<file path="src/rtl/mse_batch_engine.sv">
`default_nettype none
// +-----------------------------------------------------------------------------+
// | mse_batch_engine: per-channel sum-of-squared-error over a programmable batch |
// | Optional: MSE_BATCH_MAXERR_EN adds res_maxerr (peak |diff| per channel)      |
// | Revision: 1.0                                                                |
// +-----------------------------------------------------------------------------+
module mse_batch_engine #(
  parameter int NUM_DUT = 2,
  parameter int DATA_WL = 16,
  parameter int ACC_WL  = 64,
  parameter int CNT_WL  = 32
) (
  input  logic                                              clk,
  input  logic                                              rst,
  input  logic                                              start,
  input  logic [CNT_WL-1:0]                                 num_samples,
  input  logic [CNT_WL-1:0]                                 warmup,
  input  logic                                              in_valid,
  input  logic [NUM_DUT*DATA_WL-1:0]                        data_in,
  input  logic [DATA_WL-1:0]                                data_ref,
  output logic                                              busy,
  output logic                                              res_valid,
  input  logic                                              res_ready,
  output logic [(NUM_DUT > 1 ? $clog2(NUM_DUT) : 1)-1:0]    res_idx,
  output logic [ACC_WL-1:0]                                 res_data,
`ifdef MSE_BATCH_MAXERR_EN
  output logic [DATA_WL:0]                                  res_maxerr,
`endif
  output logic                                              done
);

  localparam int IDX_WL = (NUM_DUT > 1) ? $clog2(NUM_DUT) : 1;
  localparam int SQ_WL  = 2 * DATA_WL + 2;
  localparam int SUM_WL = ((ACC_WL > SQ_WL) ? ACC_WL : SQ_WL) + 1;
  localparam logic [IDX_WL-1:0] LAST_IDX = IDX_WL'(NUM_DUT - 1);

  typedef enum logic [2:0] {
    S_IDLE   = 3'd0,
    S_WARMUP = 3'd1,
    S_ACCUM  = 3'd2,
    S_FLUSH  = 3'd3,
    S_DRAIN  = 3'd4
  } state_t;

  state_t              state_q, state_d;
  logic [CNT_WL-1:0]   cnt_q, cnt_d, cnt_inc;
  logic [CNT_WL-1:0]   nsamp_q, nsamp_d;
  logic [CNT_WL-1:0]   warm_q, warm_d;
  logic [1:0]          flush_q, flush_d;
  logic [IDX_WL-1:0]   idx_q, idx_d;
  logic                done_q, done_d;
  logic                v1_q, v2_q;
  logic                accept, clear;
  logic [ACC_WL-1:0]   acc_all [NUM_DUT];

  assign cnt_inc = cnt_q + CNT_WL'(1);

  always_ff @(posedge clk or posedge rst) begin
    if (rst) begin
      state_q <= S_IDLE;
      cnt_q   <= '0;
      nsamp_q <= '0;
      warm_q  <= '0;
      flush_q <= '0;
      idx_q   <= '0;
      done_q  <= 1'b0;
      v1_q    <= 1'b0;
      v2_q    <= 1'b0;
    end else begin
      state_q <= state_d;
      cnt_q   <= cnt_d;
      nsamp_q <= nsamp_d;
      warm_q  <= warm_d;
      flush_q <= flush_d;
      idx_q   <= idx_d;
      done_q  <= done_d;
      v1_q    <= accept;
      v2_q    <= v1_q;
    end
  end

  always_comb begin
    state_d = state_q;
    cnt_d   = cnt_q;
    nsamp_d = nsamp_q;
    warm_d  = warm_q;
    flush_d = flush_q;
    idx_d   = idx_q;
    done_d  = 1'b0;
    accept  = 1'b0;
    clear   = 1'b0;
    case (state_q)
      S_IDLE: begin
        if (start) begin
          nsamp_d = num_samples;
          warm_d  = warmup;
          cnt_d   = '0;
          clear   = 1'b1;
          state_d = (warmup != '0) ? S_WARMUP : S_ACCUM;
        end
      end
      S_WARMUP: begin
        if (in_valid) begin
          cnt_d = cnt_inc;
          if (cnt_inc == warm_q) begin
            cnt_d   = '0;
            state_d = S_ACCUM;
          end
        end
      end
      S_ACCUM: begin
        // A zero-length batch leaves without accepting anything.
        if (cnt_q == nsamp_q) begin
          state_d = S_FLUSH;
        end else if (in_valid) begin
          accept = 1'b1;
          cnt_d  = cnt_inc;
          if (cnt_inc == nsamp_q) state_d = S_FLUSH;
        end
      end
      S_FLUSH: begin
        if (flush_q == 2'd2) begin
          flush_d = '0;
          idx_d   = '0;
          state_d = S_DRAIN;
        end else begin
          flush_d = flush_q + 2'd1;
        end
      end
      S_DRAIN: begin
        if (res_ready) begin
          if (idx_q == LAST_IDX) begin
            idx_d   = '0;
            done_d  = 1'b1;
            state_d = S_IDLE;
          end else begin
            idx_d = idx_q + IDX_WL'(1);
          end
        end
      end
      default: state_d = S_IDLE;
    endcase
  end

`ifdef MSE_BATCH_MAXERR_EN
  logic [DATA_WL:0] maxerr_all [NUM_DUT];
`endif

  for (genvar k = 0; k < NUM_DUT; k++) begin : g_ch
    logic signed [DATA_WL:0] diff_q;
    logic [SQ_WL-1:0]        sq_q;
    logic [ACC_WL-1:0]       acc_q;
    logic signed [DATA_WL:0] diff_w;
    logic signed [SQ_WL-1:0] prod_w;
    logic [SUM_WL-1:0]       sum_w;

    assign diff_w = $signed({data_in[k*DATA_WL+DATA_WL-1], data_in[k*DATA_WL +: DATA_WL]})
                  - $signed({data_ref[DATA_WL-1], data_ref});
    assign prod_w = diff_q * diff_q;
    // Sum is one bit wider than either operand so overflow shows up above ACC_WL.
    assign sum_w  = SUM_WL'(acc_q) + SUM_WL'(sq_q);

    always_ff @(posedge clk or posedge rst) begin
      if (rst) begin
        diff_q <= '0;
        sq_q   <= '0;
        acc_q  <= '0;
      end else begin
        if (accept) diff_q <= diff_w;
        if (v1_q)   sq_q   <= $unsigned(prod_w);
        if (clear) begin
          acc_q <= '0;
        end else if (v2_q) begin
          acc_q <= (|(sum_w >> ACC_WL)) ? {ACC_WL{1'b1}} : sum_w[ACC_WL-1:0];
        end
      end
    end

    assign acc_all[k] = acc_q;

`ifdef MSE_BATCH_MAXERR_EN
    logic [DATA_WL:0] maxerr_q;
    logic [DATA_WL:0] abs_w;

    assign abs_w = diff_q[DATA_WL] ? $unsigned(-diff_q) : $unsigned(diff_q);

    always_ff @(posedge clk or posedge rst) begin
      if (rst) begin
        maxerr_q <= '0;
      end else if (clear) begin
        maxerr_q <= '0;
      end else if (v1_q && (abs_w > maxerr_q)) begin
        maxerr_q <= abs_w;
      end
    end

    assign maxerr_all[k] = maxerr_q;
`endif
  end

  assign busy      = (state_q != S_IDLE);
  assign res_valid = (state_q == S_DRAIN);
  assign res_idx   = idx_q;
  assign res_data  = res_valid ? acc_all[idx_q] : '0;
  assign done      = done_q;
`ifdef MSE_BATCH_MAXERR_EN
  assign res_maxerr = res_valid ? maxerr_all[idx_q] : '0;
`endif

endmodule
`default_nettype wire

</file>
<file path="config.mk">
export PLATFORM = sky130hd
export DESIGN_NAME = mse_batch_engine
export DESIGN_NICKNAME = d
export VERILOG_FILES = /design/src/rtl/mse_batch_engine.sv
export SDC_FILE = /design/constraint.sdc
export NUM_CORES = 2
export LEC_CHECK = 0
export ABC_AREA = 0
export BUFFER_PORTS_ARGS = -buffer_cell sky130_fd_sc_hd__buf_4
export CORE_MARGIN = 4
export CORE_UTILIZATION = 50
export CTS_BUF_LIST = sky130_fd_sc_hd__clkbuf_4 sky130_fd_sc_hd__clkbuf_8
export DETAILED_ROUTE_END_ITERATION = 6
export GPL_ROUTABILITY_DRIVEN = 0
export PLACE_DENSITY_LB_ADDON = 0.15
export SLEW_MARGIN = 20
export SYNTH_ARGS = -nofsm -noshare
export SYNTH_HDL_FRONTEND = slang
export SYNTH_SLANG_ARGS = --single-unit
</file>
<file path="constraint.sdc">
create_clock -name clk -period 14.3 [get_ports clk]
set_clock_uncertainty 0.05 [all_clocks]
set_input_delay 1.43 -clock clk [delete_from_list [all_inputs] [get_ports clk]]
set_output_delay 1.43 -clock clk [all_outputs]
set_load 0.05 [all_outputs]
</file>
==> impl_results.md <==
- Status: complete, no violations
- I/O pins: 185
- Sequential-to-total area share from yosys stat: 20.3%
- Power Total: 4200 uW
- Initial core utilization: 50.6%
- Reg-to-Reg End: g_ch[0].sq_q[31]
- Min Tclk post-route: 7.42 ns
- Clock buffer depth: 3
- Yosys reg bits: 333
- Hold path startpoint: g_ch[0].sq_q[5]
- Synth warnings: 0
- Clock Latency Late Sink: 0.69 ns
- Vias in the first global route: 32829
- CTS tree: built
- WP data arrival: 7.94 ns
- Cell Count, Final, Fillers Out: 5732
- Mapped Cells: 4539
- Clk slew on worst S/H paths: 0.06 ns
- R2R setup slack: 6.88 ns
- TritonCTS sink count: 333
- Initial drt markers: 2399
- Register-to-Register Path Depth: 24
- Slew headroom: 28.1%
- Drt first pass iters: 6
- Core ar.: 80900 sq um
- Routed WL: 108000 um
- Worst Setup SP: g_ch[0].diff_q[4]
- Hold Path Depth: 2
- Distinct cells, synth: 83
- # fillers: 7505
- Core Rows: 104
- Final Hold Viols: 0
- Placed cell areas: 43200 sq um
- Synth top area share: 26.1%
- TNS Setup: 0 ns
- Least-Margin Pin Slew: 1.08 ns
- Mapped Nets: 5473
- Min-delay worst type: flip-flop to flip-flop
- Resized cells post-CTS: 0
- Finished Cell Area: 44500 sq um
- Buffers added on ports: 184
- Setup repair after global routing missed its margin: false
- Hold_buf cts: 0
- Syn Area/Cell: 9.03 sq um
- Crit start category: flip-flop
- Crit share post-route: 51.9%
- Fin nets: 5561
- Detail Placement HPWL: 85100 um
- Initial antenna violation count: 1
- H-tree depth: 2
- Worst Path Required: 14.81 ns
- Largest net degree at the start of global routing: 88
- Post-synth ARST share: 100%
- First-pass GRT wire length: 177000 um
- FF-to-FF Start: g_ch[0].diff_q[4]
- Fin Hold WS: 0.446 ns
- Area leader, netlist: fa_1
- Via count: 31957
- Gr ovfl total: 0
- # Post-CTS Setup Buffers: 0
- Met3 Resource Use GR: 2.48%
- P&R area growth vs syn: 8.66%
- TritonCTS Buffers: 60
- Achievable Freq: 135 MHz
- Busiest grt layer: met2
- Post-Place Cells: 5625
- CP max FO: 21
- Leakage power: 0.0228 uW
- Routed Antenna Nets: 0
- Critical Path Sink Type: flip-flop
- Wirelength per Cell: 18.9 um
- DRC errors left: 0
- EDFF count, synth: 0
- Commonest cells in the netlist: inv_1 (716), fa_1 (535), nand2_1 (496)
- Hold Path End: g_ch[0].sq_q[5]
- M1 GR Usage: 35.6%
- Drt via density: 5.58
- Max-cap violations: 0
- Share of cells above drive strength 1: 8.84%
- Global Route Usage Sum: 25.5%
- Pwr Density: 94.3 nW/um^2
- Cell with the most instances after synthesis: inv_1
- Max Slew Vio Count: 0
- Setup violators final: 0
- Largest cells by area after synthesis: fa_1 (26%), dfrtp_1 (20%), ha_1 (8.6%)
- Clk Tree Root Cell: clkbuf_8
- Chip width: 294 um
- Synthesized area: 41000 sq um
- Dominant synthesized flop cell: dfrtp_1
- Die Ht: 294 um
- Die area: 86600 sq um
- Setup CP Type: flip-flop to flip-flop
- Met2 capacity usage during global routing: 43.5%
- VDD IR-drop max: 89.6 uV
-- worst max-delay path: stages, from the launching register on --
cell      delay (ns)
dfrtp_1         0.89
and2_1          0.27
inv_1           0.07
fa_1            0.54
inv_1           0.06
fa_1            0.53
inv_1           0.05
fa_1            0.38
inv_1           0.07
fa_1            0.43
fa_1            0.55
inv_1           0.05
fa_1            0.47
inv_1           0.04
ha_1            0.33
a21oi_1         0.13
o21ai_0         0.11
or3_1           0.31
o21ai_0         0.54
o31ai_1         0.22
a221o_1         0.40
a21boi_0        0.27
o21ai_0         0.17
xnor2_1         0.14
mux2_2          0.26
-- logic make-up (layout without fill, tap and decap cells) --
logic type | count (synthesis) | after routing | synth area share, %
simple gates | 1294 | 1294 | 15.1
buf+inv | 903 | 1035 | 8.40
fa+ha+maj | 817 | 817 | 34.7
compound gates | 804 | 804 | 12.6
flops | 333 | 333 | 20.3
xor+xnor | 265 | 265 | 5.66
mux | 123 | 123 | 3.15
other cells | 0 | 1 | 0
-- layout by cell type (no fill, tap or decap), drive strengths merged, types with 23 or more instances in the layout --
cell type	n
inv	718
fa	535
nand2	496
dfrtp	333
ha	282
nor2	248
buf	210
o21ai	200
a21oi	194
xnor2	163
and2	141
xor2	102
clkbuf	91
nor3	83
a21o	80
mux2i	76
a31oi	75
nand3	62
mux2	47
nor2b	46
and3	43
nand4	35
nor4	34
nand2b	28
a211oi	24
or3	23
o21a	23
-- report_power, final --
| group | switching, uW | internal [uW] |
|---|---|---|
| Sequential | 269 | 1110 |
| Clock | 443 | 565 |
| Combinational | 1050 | 761 |
-- metal layers --
| layer | wire length (um) | vias up |
|---|---|---|
| met5 | 0 | - |
| met4 | 2640 | 0 |
| met3 | 5450 | 163 |
| met2 | 52800 | 821 |
| met1 | 47200 | 15897 |
| li1 | - | 15076 |
-- flip-flops by register name, summed over array words and instances (netlist names) --
| signal | cells |
|---|---|
| cnt_q | 32 |
| done | 1 |
| flush_q | 2 |
| g_ch.acc_q | 128 |
| g_ch.diff_q | 34 |
| g_ch.sq_q | 66 |
| nsamp_q | 32 |
| res_idx | 1 |
| state_q | 3 |
| v1_q | 1 |
| v2_q | 1 |
| warm_q | 32 |
-- layout make-up --
| class | count | area (sq um) | area share (%) |
|---|---|---|---|
| Tap cell | 1060 | 1330 | 2.98 |
| Antenna cell | 1 | 2.50 | 0.00562 |
| Clock inverter | 15 | 185 | 0.416 |
| Inverter | 719 | 2710 | 6.08 |
| Sequential cell | 333 | 8340 | 18.7 |
| Timing Repair Buffer | 210 | 1580 | 3.55 |
| Clock buffer | 91 | 1140 | 2.56 |
| Multi-Input combinational cell | 3303 | 29200 | 65.7 |
-- metrics by stage --
step	utilization [%]	setup slack, ns
3_3_place_gp	53.3	6.98
2_1_floorplan	-	3.60
5_1_grt	55.0	6.48
3_5_place_dp	53.3	6.95
4_1_cts	55.0	6.94
6_report	55.0	6.88
-- how the worst max path moves through the flow --
| stage | to | slack [ns] |
|---|---|---|
| global route | g_ch[0].sq_q[31] | 6.48 |
| global placement | g_ch[0].sq_q[31] | 6.98 |
| floorplan | cnt_q[0] | 3.60 |
| finish | g_ch[0].sq_q[31] | 6.88 |
| CTS | g_ch[0].sq_q[31] | 6.94 |
| detailed placement | g_ch[0].sq_q[31] | 6.95 |
Note: power is estimated with default switching activity, not from simulation.
